<file path="config.mk">
export PLATFORM = sky130hd
export DESIGN_NAME = fetch_unit_flat
export DESIGN_NICKNAME = d
export VERILOG_FILES = /design/src/rtl/fetch_if.sv /design/src/rtl/fetch_unit.sv /design/src/flat_wrapper.sv
export SDC_FILE = /design/constraint.sdc
export NUM_CORES = 1
export LEC_CHECK = 0
export ABC_AREA = 0
export CORE_ASPECT_RATIO = 1.25
export CORE_MARGIN = 2
export CORE_UTILIZATION = 35
export DETAILED_ROUTE_END_ITERATION = 10
export PLACE_DENSITY = 0.81
export SYNTH_ARGS = -nofsm -noshare
export SYNTH_HDL_FRONTEND = slang
export SYNTH_SLANG_ARGS = --single-unit
</file>
<file path="constraint.sdc">
create_clock -name clk -period 1.5 [get_ports clk]
set_input_delay 0.3 -clock clk [delete_from_list [all_inputs] [get_ports clk]]
set_output_delay 0.3 -clock clk [all_outputs]
set_load 0.005 [all_outputs]
</file>
<file path="src/rtl/fetch_if.sv">
// Instruction-memory request/response bus between the fetch stage and imem.
interface fetch_if;
  logic        imem_rd;
  logic [15:0] imem_addr;
  logic        imem_stall;
  logic        imem_done;
  logic [15:0] imem_data;

  modport master (
    output imem_rd,
    output imem_addr,
    input  imem_stall,
    input  imem_done,
    input  imem_data
  );

  modport slave (
    input  imem_rd,
    input  imem_addr,
    output imem_stall,
    output imem_done,
    output imem_data
  );
endinterface

</file>
<file path="src/rtl/fetch_unit.sv">
// Fetch-stage front end: owns the PC, issues single outstanding imem reads,
// holds the returned word until decode consumes it, handles redirects/HALT.
module fetch_unit #(
  parameter logic [15:0] RESET_PC = 16'h0000,
  parameter logic [15:0] NOP      = 16'h0800
) (
  input  logic          clk,
  input  logic          rst,
  input  logic          stall_in,
  input  logic          redirect,
  input  logic [15:0]   redirect_pc,
  fetch_if.master       mem,
  output logic [15:0]   instruction,
  output logic [15:0]   pcAdd2,
  output logic          valid,
  output logic          fetch_stall
);

  localparam int unsigned W = 16;

  typedef enum logic [2:0] {
    S_REQ    = 3'd0,
    S_WAIT   = 3'd1,
    S_HOLD   = 3'd2,
    S_DRAIN  = 3'd3,
    S_HALTED = 3'd4
  } state_t;

  state_t         state, state_n;
  logic [W-1:0]   pc, pc_n;
  logic [W-1:0]   hold, hold_n;
  logic           accept;

  // A request is taken by memory only while it is driven and not stalled.
  assign accept = mem.imem_rd & ~mem.imem_stall;

  // State, PC and held-instruction registers with synchronous reset.
  always_ff @(posedge clk) begin
    if (rst) begin
      state <= S_REQ;
      pc    <= RESET_PC;
      hold  <= NOP;
    end else begin
      state <= state_n;
      pc    <= pc_n;
      hold  <= hold_n;
    end
  end

  // Next-state logic; redirect outranks stall, consume and HALT detection.
  always_comb begin
    state_n = state;
    pc_n    = pc;
    hold_n  = hold;
    unique case (state)
      S_REQ: begin
        if (redirect) begin
          pc_n    = redirect_pc;
          // An accepted request cannot be withdrawn; its reply must be drained.
          state_n = accept ? S_DRAIN : S_REQ;
        end else if (accept) begin
          state_n = S_WAIT;
        end
      end
      S_WAIT: begin
        if (redirect) begin
          pc_n    = redirect_pc;
          state_n = mem.imem_done ? S_REQ : S_DRAIN;
        end else if (mem.imem_done) begin
          hold_n  = mem.imem_data;
          state_n = S_HOLD;
        end
      end
      S_HOLD: begin
        if (redirect) begin
          pc_n    = redirect_pc;
          state_n = S_REQ;
        end else if (!stall_in) begin
          pc_n    = pc + W'(2);
          state_n = (hold[15:11] == 5'b00000) ? S_HALTED : S_REQ;
        end
      end
      S_DRAIN: begin
        if (redirect) begin
          pc_n = redirect_pc;
        end else if (mem.imem_done) begin
          state_n = S_REQ;
        end
      end
      S_HALTED: begin
        if (redirect) begin
          pc_n    = redirect_pc;
          state_n = S_REQ;
        end
      end
      default: begin
        state_n = S_REQ;
      end
    endcase
  end

  // Outputs depend only on state and registers (plus reset gating of the read).
  always_comb begin
    mem.imem_rd   = (state == S_REQ) & ~rst;
    mem.imem_addr = pc;
    pcAdd2        = pc + W'(2);
    valid         = (state == S_HOLD);
    instruction   = (state == S_HOLD) ? hold : NOP;
    fetch_stall   = (state == S_REQ) | (state == S_WAIT) | (state == S_DRAIN);
  end

endmodule
</file>
<file path="src/flat_wrapper.sv">
// flat-port wrapper written by rule: the top's interface ports become plain ports
module fetch_unit_flat 
#(
  parameter logic [15:0] RESET_PC = 16'h0000,
  parameter logic [15:0] NOP      = 16'h0800
)
  (clk, rst, stall_in, redirect, redirect_pc, instruction, pcAdd2, valid, fetch_stall, mem_imem_rd, mem_imem_addr, mem_imem_stall, mem_imem_done, mem_imem_data);
  fetch_if mem_i ();
  input  logic clk;
  input  logic rst;
  input  logic stall_in;
  input  logic redirect;
  input  logic [15:0] redirect_pc;
  output logic [15:0] instruction;
  output logic [15:0] pcAdd2;
  output logic valid;
  output logic fetch_stall;
  output wire logic [$bits(mem_i.imem_rd)-1:0] mem_imem_rd;
  output wire logic [$bits(mem_i.imem_addr)-1:0] mem_imem_addr;
  input wire logic [$bits(mem_i.imem_stall)-1:0] mem_imem_stall;
  input wire logic [$bits(mem_i.imem_done)-1:0] mem_imem_done;
  input wire logic [$bits(mem_i.imem_data)-1:0] mem_imem_data;
  assign mem_imem_rd = mem_i.imem_rd;
  assign mem_imem_addr = mem_i.imem_addr;
  assign mem_i.imem_stall = mem_imem_stall;
  assign mem_i.imem_done = mem_imem_done;
  assign mem_i.imem_data = mem_imem_data;
  fetch_unit #(.RESET_PC(RESET_PC), .NOP(NOP)) u_core (.clk(clk), .rst(rst), .stall_in(stall_in), .redirect(redirect), .redirect_pc(redirect_pc), .mem(mem_i), .instruction(instruction), .pcAdd2(pcAdd2), .valid(valid), .fetch_stall(fetch_stall));
endmodule
</file>
-- After elaboration in Yosys (flattened, before gate mapping)
Cells that the tools add are included.
- bits in registers: 35
- input port bits: 38
- word-level logic and storage cells: 47
- $add $sub $neg: 1
- equality and inequality tests: 11
- muxes and demuxes: 18
- bitwise gates (word level): 7
- reduce and logical (&&, ||, !) cells: 7
- operators with widths (cell ; number):
    2-to-1 mux 16 bit ; 4
    case mux 16 bit (2 select lines) ; 1
    2-to-1 mux 3 bit ; 10
    adder 16 x 2 -> 16 bit (second input constant) ; 1
    case mux 3 bit (5 select lines) ; 1
    equality test 3 x 2 -> 1 bit (second input constant) ; 2
    != test 2 bit (second input constant) ; 3
    != test 3 bit (second input constant) ; 2
    AND reduction 3 bit ; 2
    AND reduction 6 bit ; 1
    zero test 5 bit ; 1
    2-to-1 mux 2 bit ; 2
    OR reduction 4 bit ; 1
    equality test 3 x 1 -> 1 bit (second input constant) ; 1
    equality test 3 bit (second input constant) ; 1
    zero test 3 bit ; 1
    != test 3 x 2 -> 1 bit (second input constant) ; 1
    NOT 1 bit ; 3
    AND 1 bit ; 2
    != test 2 x 1 -> 1 bit (second input constant) ; 1
    OR 1 bit ; 2
    nonzero test 2 bit ; 1

-- Longest topological paths before layout
Gate-level depths: netlist of the first run.
- word-level depth: 6
- depth in mapped cells: 8
- gate-level depth less buffers: 6

-- Worst setup path after synthesis of the first run
No wires, ideal clock.
- kind: reg2out
- from: register u_core.pc[2], in the netlist u_core.mem.imem_addr[2]
- to: output port pcAdd2[13]
- arrival time: 1.406 ns
- data required time: 1.200 ns
- path slack: -0.206 ns
- stages on the path, launching flop included: 7
- cell sequence: dfxtp_1 -> ha_1 -> and3_1 -> nand3_2 -> nor3_1 -> xnor2_1 -> inv_1
- word-level cells in the longest chain between the ends: 1
- ends and longest elaborated chain (item ; RTL line ; text):
    start, declared ; fetch_unit.sv:30 ; logic [W-1:0] pc, pc_n;
    start signal, assigned ; fetch_unit.sv:45 ; pc <= pc_n;
    adder 16 x 2 -> 16 bit ; fetch_unit.sv:106 ; pcAdd2 = pc + W'(2);
    end, declared ; flat_wrapper.sv:15 ; output logic [15:0] pcAdd2;
No other way between the ends.

-- Worst setup path in the final report of the first run
- from: register u_core.pc[8], in the netlist u_core.mem.imem_addr[8]
- to: output port pcAdd2[15]
The elaborated chain is that of the path after synthesis.

==> results of run 1 <==
-- logic make-up (layout without fill, tap and decap cells) --
kind of cell               Yosys count  count (layout)
and+or+nand+nor                    121             121
buffers and inverters               34             222
DFF                                 35              35
xor gates and xnor gates            13              13
muxes                                3               3
other                                0               1
adders and majority gates            1               1
AOI/OAI and AO/OA                   65              65
-- final timing paths --
| kind | endpoint | depth (start not counted) | startpoint | slack [ns] |
|---|---|---|---|---|
| worst max register to register | u_core.mem.imem_addr[10]$_SDFFE_PP0P_ | 10 | u_core.mem.imem_addr[8]$_SDFFE_PP0P_ | -0.32 |
| worst min register to register | u_core.hold[9]$_SDFFE_PP0P_ | 2 | u_core.hold[9]$_SDFFE_PP0P_ | 0.45 |
| worst min-delay path | u_core.hold[9]$_SDFFE_PP0P_ | 2 | u_core.hold[9]$_SDFFE_PP0P_ | 0.45 |
| worst max-delay path | pcAdd2[15] | 6 | u_core.mem.imem_addr[8]$_SDFFE_PP0P_ | -0.54 |
-- worst max-delay path, delay by kind of cell (launching register included) --
family                    cells  cell delay, ns
and+or+nand+nor               3            0.58
DFF                           1            0.43
buffers and inverters         2            0.29
xor gates and xnor gates      1            0.14
-- area by class of cell --
class                           instances  area [sq um]
Timing Repair Buffer                  201          1920
Multi-Input combinational cell        203          1910
Fill cell                             299          1040
Sequential cell                        35           736
Tap cell                               66          82.6
Clock buffer                            6          72.6
Inverter                               15          60.1
Antenna cell                            1          2.50
-- registers in the layout (all words and copies together) (netlist names) --
name / cells
u_core.hold: 16
u_core.mem.imem_addr: 16
u_core.state: 3
-- timing repair --
item	CTS	global route
gates resized for setup	263	88
buffers inserted	42	19
endpoints found under the setup margin	81	69
pin swaps	56	39
hold endpoints to repair	0	0
gates cloned	3	0
-- Yosys cell counts, drive strengths merged (3+ instances only) --
master  number
a211oi       3
a21o         4
nand2       44
a21oi       29
dfxtp       35
buf         12
o21ai       11
a31oi        6
nor2        16
xnor2       12
mux2i        3
nor4b        5
or3          3
nand3       11
clkbuf       7
and3        19
inv         14
o32ai        4
nor3         8
or2          3
-- metrics by stage --
| stage | hold WS (ns) | power, mW | instances | area [sq um] | utilization |
|---|---|---|---|---|---|
| after floorplan | 0.424 | 1.93 | 272 | 2160 | - |
| after global placement | 0.438 | 2.73 | 474 | 3550 | 0.609 |
| after CTS | 0.455 | 4.06 | 521 | 4310 | 0.742 |
| final | 0.455 | 4.63 | 527 | 4780 | 0.821 |
| after detailed placement | 0.444 | 2.77 | 474 | 3550 | 0.609 |
| after global routing | 0.484 | 4.79 | 527 | 4780 | 0.821 |
-- power groups by stage --
stage | sequential [mW] | combinational [mW] | clock, mW
floorplan | 1.19 | 0.742 | 0
global placement | 1.16 | 1.57 | 0
detailed placement | 1.17 | 1.60 | 0
CTS | 1.16 | 2.26 | 0.639
global route | 1.21 | 2.87 | 0.714
finish | 1.20 | 2.75 | 0.678
-- per-layer routing --
layer | wire [um] | vias to the layer above | GRT usage | share of wire
li1 | - | 1335 | - | -
met1 | 3910 | 1444 | 0.300 | 0.33
met2 | 6050 | 210 | 0.516 | 0.50
met3 | 1020 | 93 | 0.0577 | 0.085
met4 | 1030 | 0 | 0.102 | 0.086
met5 | 0 | - | 0 | 0
==> metrics, run 1 <==
worst skew pair latency 0.30 ns; CTS tree done; Core Rows 31; # IOs 89; worst ir drop on vdd 0.591 mV; Synth top area share 0.329; Routed WL per cell 22.8 um; arrival time worst endpoint around 1.7 ns; Net Switching 1.77 mW; H-tree levels 2; period utilization 1.36; Syn Std Cell Area 0.00213 sq mm; layout cells sized above 1 0.567; clock power share 0.146; asr flop ratio synth 0; Yosys reg bits 35; maximum root-to-sink buffer count 2; largest net degree at the start of global routing 25; max_cap viols 0; Synth Area in XOR/XNOR 0.0535; min setup slack post-route -0.542 ns; minimum clock period 2.04 ns; Pre-antenna DRT Iters 4; Slew @ Worst Pin around 0.35 ns; average vias per placed instance 5.85; worst min-delay path category flop to flop; total clock sinks 35; final hold violation count 0; synth unique cells 53; Area contributors post-synth dfxtp_1, nand2_1, a21oi_1; Num CTS Buffers 5; gpl congestion 0.879; Post-synth EDFFs 0; Synth Area in Compound Gates 0.221; largest family of logic cells by synthesized area simple AND/OR/NAND/NOR gates; Post-CTS Hold Fix Bufs 0; CP endpoint kind primary output; logic gate share of total power 0.594; post-detail-place hpwl 5290 um; leakage power 2.07 nW; largest fanout on the critical path 2; sequential element share of the synthesized area 0.329; Final Max Slew Viols 0; Mapped Avg Cell Area 7.82 sq um; Area Overhead vs Synth 125%; status finished, violations left; total track usage 0.279; pwr/cell area 969 mW/mm^2; Slowest cell on crit path dfxtp_2; most common cell after layout, fill and taps aside buf_4; Sw Ratio 0.382; Yosys Warn Count 0; Initial Util 0.366; Place WS -0.449 ns; antenna violations before repair 1; count of final setup violators 53; DIE AREA approximately 0.0067 sq mm; core footprint roughly 0.0058 sq mm; Die Ht 91.2 um; Synth Instances roughly 270; CP peak stage delay 0.43 ns; Simple-Gate Fraction of Synth Area 0.295; setup TNS -11.42 ns; chip width 73.7 um; vias in the first global route 3,077; port bufs 88; Nets 500; most frequent cells in the layout buf_4, buf_6, nand2_1; initial DRC count 232; Power Internal 2.86 mW; Via Count just over 3k; Synth area leader dfxtp_1; critical path class flop to primary output; mux share of post-synthesis cell area 0.0141; Clock Skews 0.0188 ns; violated checks negative setup slack; CP startpoint kind flop; Critical Path RT 1.20 ns; CP cell instances nand4_1, or2_4, nor2_4, xnor2_2, inv_1, clkdlybuf4s15_1; RSZ-0062 raised after global routing true; syn_nets 311; Max Fclk 490 MHz; drt total wl 12,000 um; CTS root buffer clkbuf_8; Rel. slew slack 0.763; sequential share of power 0.260; DRC Markers 0; ANT nets after route 0; Synth Flop Type dfxtp_1; grt total ovfl 0; adder-cell share of the synthesized area 0.00588; Clock Pin Slew Worst Setup and Hold Paths 0.09 ns; global-route wire length before repair 14,800 um
Power figures use the tool's default switching activity.
==> run 2: changes to the inputs <==
--- a/config.mk
+++ b/config.mk
@@ -11,6 +11,7 @@
 export CORE_UTILIZATION = 35
 export DETAILED_ROUTE_END_ITERATION = 10
 export PLACE_DENSITY = 0.81
+export REMOVE_ABC_BUFFERS = 1
 export SYNTH_ARGS = -nofsm -noshare
 export SYNTH_HDL_FRONTEND = slang
 export SYNTH_SLANG_ARGS = --single-unit
==> run 2 against run 1 <==
Compared with the run above:
- hold slack improved by 0.0025 ns
- clock skew is 0.0096 ns lower
- first-iteration DRC count down 28%
- setup slack gained 0.054 ns
- flip-flop and latch count unchanged
- the run still ends with negative setup slack left
- highest routed layer unchanged
- register-to-register slack about the same
- wire length down 9.4%
==> metrics, run 2 (same netlist as run 1, synthesis figures left out) <==
Bufs and invs on worst path 3; core footprint 0.00582 sq mm; Final Max Slew Viols 0; ANT nets after route 0; max_cap viols 0; Slowest cell on crit path dfxtp_2; count of final setup violators 66; gpl congestion just over 0.8; Clock Skews 0.00918 ns; final hold violation count 0; grt total ovfl 0; most common cell after layout, fill and taps aside buf_4; RSZ-0062 raised after global routing true; WHS Endpoint u_core.hold[0]$_SDFFE_PP0P_; H-tree levels 2; pwr/cell area about 1000 mW/mm^2; total clock sinks 35; Clock Pin Slew Worst Setup and Hold Paths 0.09 ns; total track usage 0.275; Core Rows 31; critical hold path startpoint u_core.hold[0]$_SDFFE_PP0P_; min setup slack post-route -0.488 ns; Area Overhead vs Synth 121%; antenna violations before repair 0; post-detail-place hpwl between 5000 and 6000 um; initial DRC count 168; worst skew pair latency between 0.3 and 0.4 ns; # diodes 0; Slew @ Worst Pin 0.529 ns; violated checks negative setup slack; overall power 4.70 mW; worst min-delay path category flop to flop; layout cells sized above 1 0.619; Initial Util 0.366; setup TNS -11.42 ns; CTS tree done; CP delay by family, top simple AND/OR/NAND/NOR gates; critical path class flop to primary output; global-route wire length before repair 14,300 um; Critical Path RT 1.20 ns; Pre-antenna DRT Iters 4; arrival time worst endpoint 1.69 ns; port bufs slightly below 90; Num CTS Buffers 5; R2R Path End u_core.state[2]$_SDFFE_PP0P_; maximum root-to-sink buffer count 2; Nets around 500; drt total wl 10,900 um; reg2reg setup slack -0.32 ns; status finished, violations left; CP endpoint kind primary output; Via Count 2,907; CTS root buffer clkbuf_8; largest fanout on the critical path 2; Die Ht 91.2 um; Place WS -0.511 ns; reg2reg start u_core.state[1]$_SDFFE_PP0P_; R2R cell count 8; period utilization 1.33; vias in the first global route 2,965; minimum clock period 1.99 ns; average vias per placed instance 5.64; Worst Hold Depth 2; leakage power between 2 and 2.5 nW; DRC Markers 0; CP cell instances nand4_1, or2_4, buf_6, nor2_4, xnor2_2, inv_1, buf_2; most frequent cells in the layout buf_4, buf_6, clkdlybuf4s50_1; worst ir drop on vdd 0.588 mV; Routed WL per cell about 21 um; CP peak stage delay about 0.35 ns; CP startpoint kind flop; # IOs 89; largest net degree at the start of global routing 22; Rel. slew slack 0.644; DIE AREA 0.00672 sq mm; chip width 73.7 um; Max Fclk 503 MHz
-- run 2: changes by cell type in the layout (fill, tap and decap cells not counted), moves of 6 or more --
cell	change
a21oi_1	-16
a21oi_2	+16
nand2_1	-14
buf_6	-12
buf_4	-10
buf_2	+8
nand2_4	+8
nand2_2	+6
-- run 2: final cells by class --
| class | count | area, sq um |
|---|---|---|
| Clock buffer | 5 | 68.8 |
| Clock inverter | 3 | 43.8 |
| Fill cell | 350 | 1110 |
| Sequential cell | 35 | 739 |
| Inverter | 15 | 60.1 |
| Tap cell | 66 | 82.6 |
| Multi-Input combinational cell | 203 | 1940 |
| Timing Repair Buffer | 188 | 1780 |
-- run 2: report_power, final --
part           internal [mW]  total, mW  leakage, nW  switching [mW]
combinational           1.40       2.60         1.72            1.20
clock                  0.495      0.913       0.0581           0.418
sequential              1.07       1.18        0.294           0.113
total                   2.96       4.70         2.07            1.73
-- run 2: worst reg2reg max path, cell delays in order, from the launching register on --
cell and delay [ns]:
dfxtp_2 0.34, buf_6 0.12, buf_6 0.11, buf_6 0.12, or2_4 0.24, o32a_1 0.30, o32a_4 0.23, mux2i_1 0.19
nor2_1 0.06
-- run 2: worst max-delay path by stage --
| stage | start | cells past startpoint | slack, ns | endpoint |
|---|---|---|---|---|
| final | u_core.mem.imem_addr[10]$_SDFFE_PP0P_ | 7 | -0.49 | pcAdd2[15] |
| after global routing | u_core.mem.imem_addr[2]$_SDFFE_PP0P_ | 8 | -0.53 | pcAdd2[15] |
| after CTS | u_core.mem.imem_addr[8]$_SDFFE_PP0P_ | 7 | -0.45 | pcAdd2[14] |
| after detailed placement | u_core.mem.imem_addr[2]$_SDFFE_PP0P_ | 7 | -0.51 | pcAdd2[13] |
| after global placement | rst | 3 | -0.48 | mem_imem_rd |
| after floorplan | u_core.state[2]$_SDFFE_PP0P_ | 4 | -0.41 | u_core.mem.imem_addr[9]$_SDFFE_PP0P_ |
-- run 2: repair_timing --
action,4_1_cts,5_1_grt
pin swaps,38,64
setup endpoints to repair,78,70
endpoints found under the hold margin,0,0
gates cloned,2,3
buffers inserted,33,7
gates resized for setup,247,124
hold buffers,0,0
-- run 2: routing by layer --
| metal | vias to the layer above | global-route usage | part of all wire |
|---|---|---|---|
| met5 | - | 0 | 0 |
| li1 | 1308 | - | - |
| met1 | 1418 | 0.293 | 0.34 |
| met4 | 0 | 0.117 | 0.040 |
| met3 | 41 | 0.0566 | 0.056 |
| met2 | 140 | 0.503 | 0.56 |
-- run 2: through the flow --
| step | util | hold slack, ns | instances | cell area, sq um |
|---|---|---|---|---|
| after floorplan | - | 0.362 | 253 | 2010 |
| after global placement | 0.597 | 0.437 | 467 | 3470 |
| after detailed placement | 0.597 | 0.445 | 467 | 3470 |
| after CTS | 0.729 | 0.456 | 507 | 4240 |
| after global routing | 0.810 | 0.484 | 515 | 4710 |
| final | 0.810 | 0.457 | 515 | 4710 |
==> run 3: changes to the inputs <==
--- a/config.mk
+++ b/config.mk
@@ -6,10 +6,12 @@
 export NUM_CORES = 1
 export LEC_CHECK = 0
 export ABC_AREA = 0
+export CAP_MARGIN = 20
 export CORE_ASPECT_RATIO = 1.25
 export CORE_MARGIN = 2
 export CORE_UTILIZATION = 35
 export DETAILED_ROUTE_END_ITERATION = 10
+export GPL_TIMING_DRIVEN = 0
 export PLACE_DENSITY = 0.81
 export REMOVE_ABC_BUFFERS = 1
 export SYNTH_ARGS = -nofsm -noshare
==> run 3 against run 2 <==
Compared with the run above:
- the run still ends with negative setup slack left
- non-clock buffer count decreased by 14
- power down 7.6%
- flip-flop and latch count unchanged
- via count decreased by 4.4%
- hold slack improved by 0.0021 ns
- global-route usage is 2.2 points lower
- largest power group unchanged
==> metrics, run 3 (same netlist as run 1, synthesis figures left out) <==
status finished, violations left; violated checks negative setup slack; Rel. slew slack 0.653; setup TNS -10.18 ns; Routed WL per cell 18.6 um; total track usage 0.253; Critical Path RT 1.20 ns; Slew @ Worst Pin 0.521 ns; Slowest cell on crit path dfxtp_4; arrival time worst endpoint 1.71 ns; reg2reg start u_core.state[0]$_SDFFE_PP0P_; critical hold path startpoint u_core.hold[8]$_SDFFE_PP0P_; worst ir drop on vdd 0.567 mV; R2R Path End u_core.mem.imem_addr[10]$_SDFFE_PP0P_; global-route wire length before repair around 13,000 um; Area Overhead vs Synth 102%; CP cell instances nand4_1, or2_4, buf_6, nor2_4, xnor2_2, inv_1, buf_2; Via Count 2,780; core footprint around 0.0058 sq mm; # diodes 0; CP peak stage delay between 0.3 and 0.4 ns; vias in the first global route 2,762; Post-CTS Hold Fix Bufs 0; layout cells sized above 1 0.517; WHS Endpoint u_core.hold[8]$_SDFFE_PP0P_; antenna violations before repair 0; overall power between 4 and 5 mW; # IOs around 90; max_cap viols 0; H-tree levels 2; drt total wl 9400 um; Initial Util 0.366; critical path class flop to primary output; R2R cell count 9; Nets 477; Clock Pin Slew Worst Setup and Hold Paths 0.08 ns; CTS tree done; CP startpoint kind flop; final hold violation count 0; worst skew pair latency 0.29 ns; RSZ-0062 raised after global routing true; post-detail-place hpwl 4130 um; count of final setup violators 47; leakage power around 1.9 nW; largest fanout on the critical path 2; pwr/cell area 1010 mW/mm^2; Core Rows 31; chip width ~74 um; initial DRC count 155; Final Max Slew Viols 0; DIE AREA 0.00672 sq mm; CP endpoint kind primary output; minimum clock period 2.01 ns; reg2reg setup slack -0.29 ns; Worst Hold Depth 2; total clock sinks 35; most frequent cells in the layout buf_4, buf_6, nand2_1; period utilization 1.34; Die Ht a little over 90 um; average vias per placed instance roughly 5.5; Pre-antenna DRT Iters 4; maximum root-to-sink buffer count 2; largest net degree at the start of global routing 38; Max Fclk 498 MHz; grt total ovfl 0; CTS root buffer clkbuf_8; Hold WS between 0.4 and 0.5 ns; ANT nets after route 0; Num CTS Buffers 5; gpl congestion between 0.8 and 0.9; worst min-delay path category flop to flop; final core utilization 0.740; min setup slack post-route -0.509 ns; DRC Markers 0; Clock Skews between 0.008 and 0.009 ns; port bufs 88
## run 3: per-stage QoR
stage / setup WS, ns / cell area [sq um] / cells
final: -0.509 / 4300 / 505
after global routing: -0.562 / 4300 / 505
after CTS: -0.381 / 4040 / 492
after detailed placement: -1.19 / 2970 / 407
after global placement: -1.61 / 2970 / 407
after floorplan: -0.407 / 2010 / 253
## run 3: final cells by class
type,count,area [sq um]
Clock buffer,5,68.8
Clock inverter,3,15.0
Fill cell,412,1510
Inverter,15,68.8
Multi-Input combinational cell,207,1750
Sequential cell,35,764
Tap cell,66,82.6
Timing Repair Buffer,174,1560
## run 3: how the worst max path moves through the flow
stage / start / end / slack, ns / cells after the start
after detailed placement: redirect / u_core.mem.imem_addr[9]$_SDFFE_PP0P_ / -1.19 / 5
after CTS: u_core.mem.imem_addr[2]$_SDFFE_PP0P_ / pcAdd2[13] / -0.38 / 7
after floorplan: u_core.state[2]$_SDFFE_PP0P_ / u_core.mem.imem_addr[9]$_SDFFE_PP0P_ / -0.41 / 4
final: u_core.mem.imem_addr[10]$_SDFFE_PP0P_ / pcAdd2[15] / -0.51 / 7
after global routing: u_core.mem.imem_addr[10]$_SDFFE_PP0P_ / pcAdd2[15] / -0.56 / 7
after global placement: rst / u_core.mem.imem_addr[15]$_SDFFE_PP0P_ / -1.61 / 4
## run 3: where the power goes
part	total (mW)	switching (mW)	internal [mW]
clock network	0.689	0.371	0.318
registers	1.22	0.144	1.07
logic	2.43	1.07	1.37
total	4.34	1.58	2.76
## run 3: critical path: cells and delay by family, from the launching register on
family / cells / cell delay (ns)
AND/OR/NAND/NOR: 3 / 0.58
flip-flops: 1 / 0.36
XOR/XNOR: 1 / 0.15
buffers and inverters: 3 / 0.32
## run 3: repair_timing
item | CTS | global route
buffers inserted | 75 | 21
pin swaps | 41 | 27
setup endpoints to repair | 83 | 73
endpoints found under the hold margin | 0 | 0
resized for setup | 262 | 65
cloned | 4 | 1
## run 3: metal layers
layer | vias up | wire, um | global-route usage
li1 | 1295 | - | -
met1 | 1326 | 3580 | 0.283
met2 | 132 | 5000 | 0.463
met3 | 27 | 509 | 0.0555
met4 | 0 | 302 | 0.0742
met5 | - | 0 | 0
